[config.mk]
export PLATFORM = sky130hd
export DESIGN_NAME = axi_write_burst_ctrl
export DESIGN_NICKNAME = d
export VERILOG_FILES = /design/src/rtl/axi_write_burst_pkg.sv /design/src/rtl/axi_write_beat_addr_gen.sv /design/src/rtl/axi_write_burst_ctrl.sv
export SDC_FILE = /design/constraint.sdc
export NUM_CORES = 2
export LEC_CHECK = 0
export CAP_MARGIN = 20
export CELL_PAD_IN_SITES_DETAIL_PLACEMENT = 0
export CELL_PAD_IN_SITES_GLOBAL_PLACEMENT = 1
export CORE_AREA = 2 2 519 521
export CTS_BUF_LIST = sky130_fd_sc_hd__clkbuf_8
export CTS_CLUSTER_SIZE = 24
export DETAILED_ROUTE_END_ITERATION = 12
export DIE_AREA = 0 0 521 523
export PLACE_DENSITY_LB_ADDON = 0.1
export SYNTH_ARGS = -nofsm -noshare
export SYNTH_HDL_FRONTEND = slang
export SYNTH_SLANG_ARGS = --single-unit
[constraint.sdc]
create_clock -name clk -period 3.3 [get_ports clk]
set_input_delay 0.495 -clock clk [delete_from_list [all_inputs] [get_ports clk]]
set_output_delay 0.495 -clock clk [all_outputs]
set_load 0.005 [all_outputs]
[src/rtl/axi_write_burst_pkg.sv]
// axi_write_burst_pkg: shared FSM states, B response codes and beat sizing for the AXI write front end
package axi_write_burst_pkg;
  typedef enum logic [1:0] {IDLE, DATA, RESP} state_t;
  localparam logic [1:0] RESP_OKAY = 2'b00;
  localparam logic [1:0] RESP_SLVERR = 2'b10;
  function automatic logic [7:0] beat_bytes(input logic [2:0] size);
    return 8'(1) << size;
  endfunction
endpackage

[src/rtl/axi_write_beat_addr_gen.sv]
// axi_write_beat_addr_gen: per-burst beat address/counter; 4K crossing flag only with AXI_WR_4K_BOUNDARY_CHECK_EN
module axi_write_beat_addr_gen
  import axi_write_burst_pkg::*;
#(
  parameter int ADDR_W = 64,
  parameter int LEN_W  = 8
) (
  input  logic              clk,
  input  logic              i_reset,
  input  logic              load,
  input  logic              step,
  input  logic [ADDR_W-1:0] awaddr,
  input  logic [LEN_W-1:0]  awlen,
  input  logic [2:0]        awsize,
  output logic [ADDR_W-1:0] beat_addr,
  output logic              last
`ifdef AXI_WR_4K_BOUNDARY_CHECK_EN
  , output logic            cross4k
`endif
);
  logic [2:0]       size_q;
  logic [LEN_W-1:0] len_q, cnt_q;
  assign last = cnt_q == len_q;
  always_ff @(posedge clk or negedge i_reset)
    if (!i_reset) begin
      beat_addr <= '0;
      size_q    <= '0;
      len_q     <= '0;
      cnt_q     <= '0;
    end else if (load) begin
      beat_addr <= awaddr;
      size_q    <= awsize;
      len_q     <= awlen;
      cnt_q     <= '0;
    end else if (step) begin
      beat_addr <= beat_addr + ADDR_W'(beat_bytes(size_q));
      cnt_q     <= cnt_q + LEN_W'(1);
    end
`ifdef AXI_WR_4K_BOUNDARY_CHECK_EN
  logic [ADDR_W-1:0] last_byte;
  assign last_byte = awaddr + ((ADDR_W'(awlen) + ADDR_W'(1)) << awsize) - ADDR_W'(1);
  always_ff @(posedge clk or negedge i_reset)
    if (!i_reset) cross4k <= 1'b0;
    else if (load) cross4k <= awaddr[ADDR_W-1:12] != last_byte[ADDR_W-1:12];
`endif
endmodule

[src/rtl/axi_write_burst_ctrl.sv]
// axi_write_burst_ctrl: AXI4 write front end (AW -> W beats -> B); AXI_WR_4K_BOUNDARY_CHECK_EN rejects 4K-crossing bursts
module axi_write_burst_ctrl
  import axi_write_burst_pkg::*;
#(
  parameter int ADDR_W = 64,
  parameter int DATA_W = 512,
  parameter int ID_W   = 16,
  parameter int LEN_W  = 8
) (
  input  logic                clk,
  input  logic                i_reset,
  input  logic                i_awvalid,
  output logic                o_awready,
  input  logic [ADDR_W-1:0]   i_awaddr,
  input  logic [ID_W-1:0]     i_awid,
  input  logic [LEN_W-1:0]    i_awlen,
  input  logic [2:0]          i_awsize,
  input  logic                i_wvalid,
  output logic                o_wready,
  input  logic [DATA_W-1:0]   i_wdata,
  input  logic [DATA_W/8-1:0] i_wstrb,
  input  logic                i_wlast,
  output logic                o_bvalid,
  input  logic                i_bready,
  output logic [ID_W-1:0]     o_bid,
  output logic [1:0]          o_bresp,
  output logic                o_mem_we,
  output logic [ADDR_W-1:0]   o_mem_addr,
  output logic [DATA_W-1:0]   o_mem_wdata,
  output logic [DATA_W/8-1:0] o_mem_wstrb
);
  state_t            state_q, state_d;
  logic [ID_W-1:0]   id_q;
  logic              run_q, err_q, last, illegal, aw_hs, w_hs, b_hs;
  logic [ADDR_W-1:0] beat_addr;
  axi_write_beat_addr_gen #(.ADDR_W(ADDR_W), .LEN_W(LEN_W)) u_addr_gen (
    .clk       (clk),
    .i_reset   (i_reset),
    .load      (aw_hs),
    .step      (w_hs),
    .awaddr    (i_awaddr),
    .awlen     (i_awlen),
    .awsize    (i_awsize),
    .beat_addr (beat_addr),
    .last      (last)
`ifdef AXI_WR_4K_BOUNDARY_CHECK_EN
    , .cross4k (illegal)
`endif
  );
`ifndef AXI_WR_4K_BOUNDARY_CHECK_EN
  assign illegal = 1'b0;
`endif
  // run_q keeps awready low while reset is held and until the first clock after release
  assign o_awready = run_q && state_q == IDLE;
  assign o_wready  = state_q == DATA;
  assign o_bvalid  = state_q == RESP;
  assign o_bid     = o_bvalid ? id_q : '0;
  assign o_bresp   = o_bvalid && (err_q || illegal) ? RESP_SLVERR : RESP_OKAY;
  assign aw_hs     = o_awready && i_awvalid;
  assign w_hs      = o_wready && i_wvalid;
  assign b_hs      = o_bvalid && i_bready;
  always_comb
    state_d = (state_q == IDLE && aw_hs)        ? DATA :
              (state_q == DATA && w_hs && last) ? RESP :
              (state_q == RESP && b_hs)         ? IDLE : state_q;
  always_ff @(posedge clk or negedge i_reset)
    if (!i_reset) begin
      state_q     <= IDLE;
      run_q       <= 1'b0;
      id_q        <= '0;
      err_q       <= 1'b0;
      o_mem_we    <= 1'b0;
      o_mem_addr  <= '0;
      o_mem_wdata <= '0;
      o_mem_wstrb <= '0;
    end else begin
      state_q  <= state_d;
      run_q    <= 1'b1;
      o_mem_we <= w_hs && !illegal;
      if (aw_hs) id_q <= i_awid;
      if (w_hs) err_q <= err_q || (i_wlast != last);
      else if (b_hs) err_q <= 1'b0;
      if (w_hs) begin
        o_mem_addr  <= beat_addr;
        o_mem_wdata <= i_wdata;
        o_mem_wstrb <= i_wstrb;
      end
    end
endmodule

* Word-level counts from Yosys, hierarchy flattened *
Cells that the tools add are included.

cells by class
  shift-type cells = 1
  eq/ne operators = 4
  add/subtract/negate cells = 2
  reductions and logical operators = 14
  mux-type cells = 11

operator list
  kind                                                               number
  64-bit two-way mux                                                 2
  64-bit by 8-bit adder with 64-bit output                           1
  16-bit two-way mux                                                 1
  8-bit two-way mux                                                  2
  1-bit logical AND                                                  9
  8-bit by 1-bit adder with 8-bit output, second input constant      1
  8-bit == test                                                      1
  2-bit two-way mux                                                  4
  1-bit by 3-bit left shift with 8-bit output, first input constant  1
  2-bit nonzero test                                                 2
  3-bit nonzero test                                                 1
  2-bit by 1-bit == test with 1-bit output, second input constant    1
  2-bit == test, second input constant                               1
  2-bit logical NOT                                                  1
  1-bit two-way mux                                                  2
  1-bit logical OR                                                   1
  1-bit != test                                                      1

storage, ports and cells
  output and inout bits = 662
  word-level logic and storage cells = 44
  flip-flop bits (word level) = 744
  input bits = 673

* Logic depth before layout (Yosys ltp) *
  depth in word-level cells = 6
  mapped depth = 11
  gate-level depth less buffers = 9

* Hierarchy *
From an unflattened synthesis, not the netlist that was laid out.

second synthesis, totals
  cells, all modules = 1,972
  area, all modules = 31,240.0 µm²

by module, submodules not included
  module                   seq. area each (µm²)  instances  cells an instance  area an instance (µm²)
  axi_write_burst_ctrl     16,540.9              1          1,426              26,222.6
  axi_write_beat_addr_gen  2,077.0               1          546                5,017.3

* Worst setup path after synthesis *
OpenSTA, ideal clock, no wires.

  path kind = register to register
  from = reg u_addr_gen.size_q[0]
  to = reg u_addr_gen.beat_addr[53]
  setup time = 69 ps
  stages on the path, launching flop included = 11
  data required time = 3,231 ps
  data arrival time = 2,660 ps
  period minus slack after synthesis = 2,729 ps
  slack = 571 ps
  buffers on the path = 2
  cells stage by stage = dfrtp_1 -> clkbuf_1 -> nor3b_1 -> ha_1 -> a21oi_1 -> nand4b_1 -> a211oi_1 -> buf_2 -> nor2_1 -> or4b_2 -> nand3_1

between the ends
  longest elaborated chain between the ends = 4

RTL lines
  what                                         line                           text
  start, declared                              axi_write_beat_addr_gen.sv:21  logic [2:0] size_q;
  start signal, assigned                       axi_write_beat_addr_gen.sv:32  size_q <= awsize;
  1-bit by 3-bit left shift with 8-bit output  axi_write_burst_pkg.sv:7       return 8'(1) << size;
  64-bit by 8-bit adder with 64-bit output     axi_write_beat_addr_gen.sv:36  beat_addr <= beat_addr + ADDR_W'(beat_bytes(size_q));
  64-bit two-way mux                           axi_write_beat_addr_gen.sv:35  end else if (step) begin
  64-bit two-way mux                           axi_write_beat_addr_gen.sv:30  end else if (load) begin
  end signal, assigned                         axi_write_beat_addr_gen.sv:31  beat_addr <= awaddr;
  end signal, assigned                         axi_write_beat_addr_gen.sv:36
  end, declared                                axi_write_beat_addr_gen.sv:15  output logic [ADDR_W-1:0] beat_addr,

Every way passes these cells. The select of a mux whose other input is x is not followed.
A chain may end at the register's enable or synchronous reset.

* Worst setup path after layout *
  from = reg state_q[1]
  to = out o_awready

between the ends
  longest elaborated chain between the ends = 2

RTL lines
  what                    line                        text
  start, declared         axi_write_burst_ctrl.sv:32  state_t state_q, state_d;
  start signal, assigned  axi_write_burst_ctrl.sv:77  state_q <= state_d;
  2-bit logical NOT       axi_write_burst_ctrl.sv:54  assign o_awready = run_q && state_q == IDLE;
  1-bit logical AND       axi_write_burst_ctrl.sv:54
  end, declared           axi_write_burst_ctrl.sv:13  output logic o_awready,

Every way passes these cells.

==> flow_metrics.py <==
metrics = {
    "sta": {
        "slew_headroom_pct": 32.29,
        "fin_worst_skew_ps": 99.27,
        "fmax_mhz": 336.7,
        "setup_viol": 0,
        "finalCritPeriodShare_pct": 90.00,
        "drv_slew": 0,
        "min_period_ps": 2970,
        "hold_viol_final": 0,
        "worstMarginPinSlew_ps": 1013,
        "rsz0062_at_grt": "false",
        "fin_tns_setup_ps": 0,
        "setup_slack_ps": 330.2,
    },
    "worst_hold_path": {
        "min_delay_path_depth": 3,
        "hold_end": "o_mem_wdata[507]",
        "min-delay-start": "i_wdata[507]",
        "worst_hold_path_type": "in -> reg",
    },
    "synthesis": {
        "ys_ff_latch": 744,
        "synth_ff_type": "dfrtp_1",
        "synth_cells": 3440,
        "synth_compound_area_share_pct": 3.690,
        "synth-async-reset-ratio_pct": 100.0,
        "synth_edf_count": 0,
        "synth_warnings": 0,
        "post_synth_xor_area_fraction_pct": 0.7272,
        "syn_area_per_cell_um2": 8.753,
        "yosysSeqAreaShare_pct": 61.83,
        "synth.area.mux_share_pct": 0.3698,
        "synth_top_family_by_area": "simple AND/OR/NAND/NOR gates",
        "syn_nets": 4123,
        "synth_fa_ha_area_share_pct": 0.4405,
        "yosys.area_share.simple_pct": 30.41,
        "ys_types": 67,
        "synthesis.area_mm2": 0.03011,
    },
    "route": {
        "via_count": 30950,
        "ant_nets": 0,
        "drc_errors": 0,
        "first_iter_violations": 1284,
        "viasPerCell": 3.444,
        "first_pass_iters": 5,
        "wl_per_cell_um": 23.80,
        "wl_um": 213800,
    },
    "floorplanning": {
        "start_util_pct": 11.28,
        "fp.dieW_um": 521,
        "die-area_mm2": 0.2725,
        "io_pins": 1335,
        "die_h_um": 523,
        "fp.coreArea_mm2": 0.2670,
        "row_count": 190,
    },
    "place": {
        "gp_congestion": 0.7955,
        "pre_cts_ws_ps": 266.1,
        "io_buffers": 1333,
        "hpwlAfterDp_um": 166000,
        "dp.cells": 8223,
    },
    "global_route": {
        "antenna_found_initial": 107,
        "grt.overflow.total": 0,
        "gr-usage-all-layers_pct": 15.24,
        "grt_pass1_vias": 33210,
        "grt_max_degree": 160,
        "grt_pass1_wl_um": 290100,
    },
    "cts": {
        "cts_tree": "done",
        "clk-insertion-delay-late_ps": 920,
        "h-tree-depth": 4,
        "post_cts_buffers": 0,
        "root_buffer": "clkbuf_8",
        "cts_made_buffers": 180,
        "clock_sinks": 744,
        "clkSlewWorstSetupHoldPaths_ps": 60,
        "clock_path_buffers": 4,
    },
    "power": {
        "p_total_w": 0.04834,
        "power.density_mw_per_mm2": 865.9,
        "leakagePower_nw": 25.62,
        "vdd_drop_max_uv": 307.1,
    },
    "critical_path": {
        "cp_max_fo": 4,
        "path_class": "reg -> out",
        "timing.rr.end": "u_addr_gen.beat_addr[44]",
        "setup.worst_path.end_class": "output pin",
        "r2r_cells": 10,
        "worst_ep_required_time_ps": 2800,
        "r2r-start": "u_addr_gen.size_q[0]",
        "arrival_ps": 2470,
        "r2r_slack_ps": 410,
        "start_kind": "flop",
    },
    "finish": {
        "drive_above_1_share_pct": 6.284,
        "nets": 5952,
        "fillers": 29570,
        "most-common-layout-cells": "2058 x nand2_1, 1332 x clkdlybuf4s50_1, 744 x dfrtp_1",
        "post-route-util_pct": 20.91,
        "fin_cells": 8985,
        "final_common_cell": "nand2_1",
        "area_growth_pct": 85.42,
    },
    "run_status": {
        "outcome": "complete, no violations",
    },
    "run": {
        "maxCapViolCount": 0,
    },
}
Yosys cell counts (all sizes together) (8+ instances only):
master | n | share of area (%)
nand3 | 54 | 0.90
or3 | 9 | 0.20
clkbuf | 171 | 2.1
mux2i | 10 | 0.33
nand4 | 25 | 0.56
xnor2 | 14 | 0.41
or4 | 8 | 0.21
nand2b | 8 | 0.17
and2 | 25 | 0.52
nand2 | 2060 | 26
o311ai | 11 | 0.32
nor4 | 10 | 0.25
a21oi | 18 | 0.30
buf | 19 | 0.33
a22oi | 21 | 0.52
and3 | 19 | 0.39
and4 | 10 | 0.29
a221o | 12 | 0.40
o21ai | 22 | 0.37
nor2 | 40 | 0.50
a21o | 16 | 0.40
o211ai | 18 | 0.45
nor3 | 20 | 0.33
ha | 9 | 0.37
dfrtp | 744 | 62
xor2 | 11 | 0.32
how the worst max path moves through the flow:
stage                         startpoint                  endpoint  slack [ps]  cells past startpoint
floorplan           u_addr_gen.size_q[0]  u_addr_gen.beat_addr[53]         570                     10
global placement    u_addr_gen.size_q[0]  u_addr_gen.beat_addr[47]         140                      9
detailed placement  u_addr_gen.size_q[1]  u_addr_gen.beat_addr[43]         270                      9
CTS                           state_q[1]                 o_awready         180                      2
global route        u_addr_gen.size_q[0]  u_addr_gen.beat_addr[43]         120                      9
finish                        state_q[1]                 o_awready         330                      2
routing by layer:
metal	track usage [%]	share of wire, %	vias to the layer above
li1	-	-	14580
met1	17.95	41	14840
met2	25.35	47	1081
met3	5.848	8.3	383
met4	4.976	3.4	58
met5	0	0.16	-
logic make-up after synthesis:
kind of cell,Yosys count
other,2
AO/OA/AOI/OAI,151
multiplexers,11
XOR/XNOR,25
flip-flops,744
adder cells (fa/ha/maj),10
AND/OR/NAND/NOR,2303
buffers and inverters,194
worst max-delay path: stages (launching register included):
cell and delay, ps:
dfrtp_1 400, nor3b_1 500, clkdlybuf4s50_1 660
power by group:
group | total, W | internal [W] | switching [W]
Clock | 0.0111 | 0.00601 | 0.00506
Combinational | 0.0209 | 0.00995 | 0.0109
Sequential | 0.0164 | 0.0134 | 0.00297
registers in the layout, summed over array words and instances (netlist names):
| signal | flops |
|---|---|
| err_q | 1 |
| o_mem_we | 1 |
| id_q | 16 |
| u_addr_gen.len_q | 8 |
| o_mem_wstrb | 64 |
| state_q | 2 |
| u_addr_gen.cnt_q | 8 |
| u_addr_gen.size_q | 3 |
| o_mem_addr | 64 |
| run_q | 1 |
| o_mem_wdata | 512 |
| u_addr_gen.beat_addr | 64 |
stage by stage:
step	hold WS (ps)	cell area, um^2
after floorplan	199.4	30110
after global placement	451.2	48140
after detailed placement	454.2	48140
after CTS	0.2441	55720
after global routing	48.37	55800
final	162.8	55830
cell type report:
cell class / instances / area, um^2 / area share [%]
Timing Repair Buffer: 1837 / 18460 / 33.06
Clock buffer: 216 / 2973 / 5.325
Multi-Input combinational cell: 2502 / 10780 / 19.30
Clock inverter: 92 / 444.2 / 0.7956
Tap cell: 3552 / 4444 / 7.960
Inverter: 4 / 22.52 / 0.04034
Antenna cell: 38 / 95.09 / 0.1703
Sequential cell: 744 / 18620 / 33.35
what timing repair did:
| action | in CTS | in global routing |
|---|---|---|
| hold endpoints to repair | 463 | 0 |
| hold buffers | 416 | 0 |
| resized for setup | 0 | 2 |
| endpoints found under the setup margin | 0 | 1 |
Note: power is estimated with default switching activity, not from simulation.
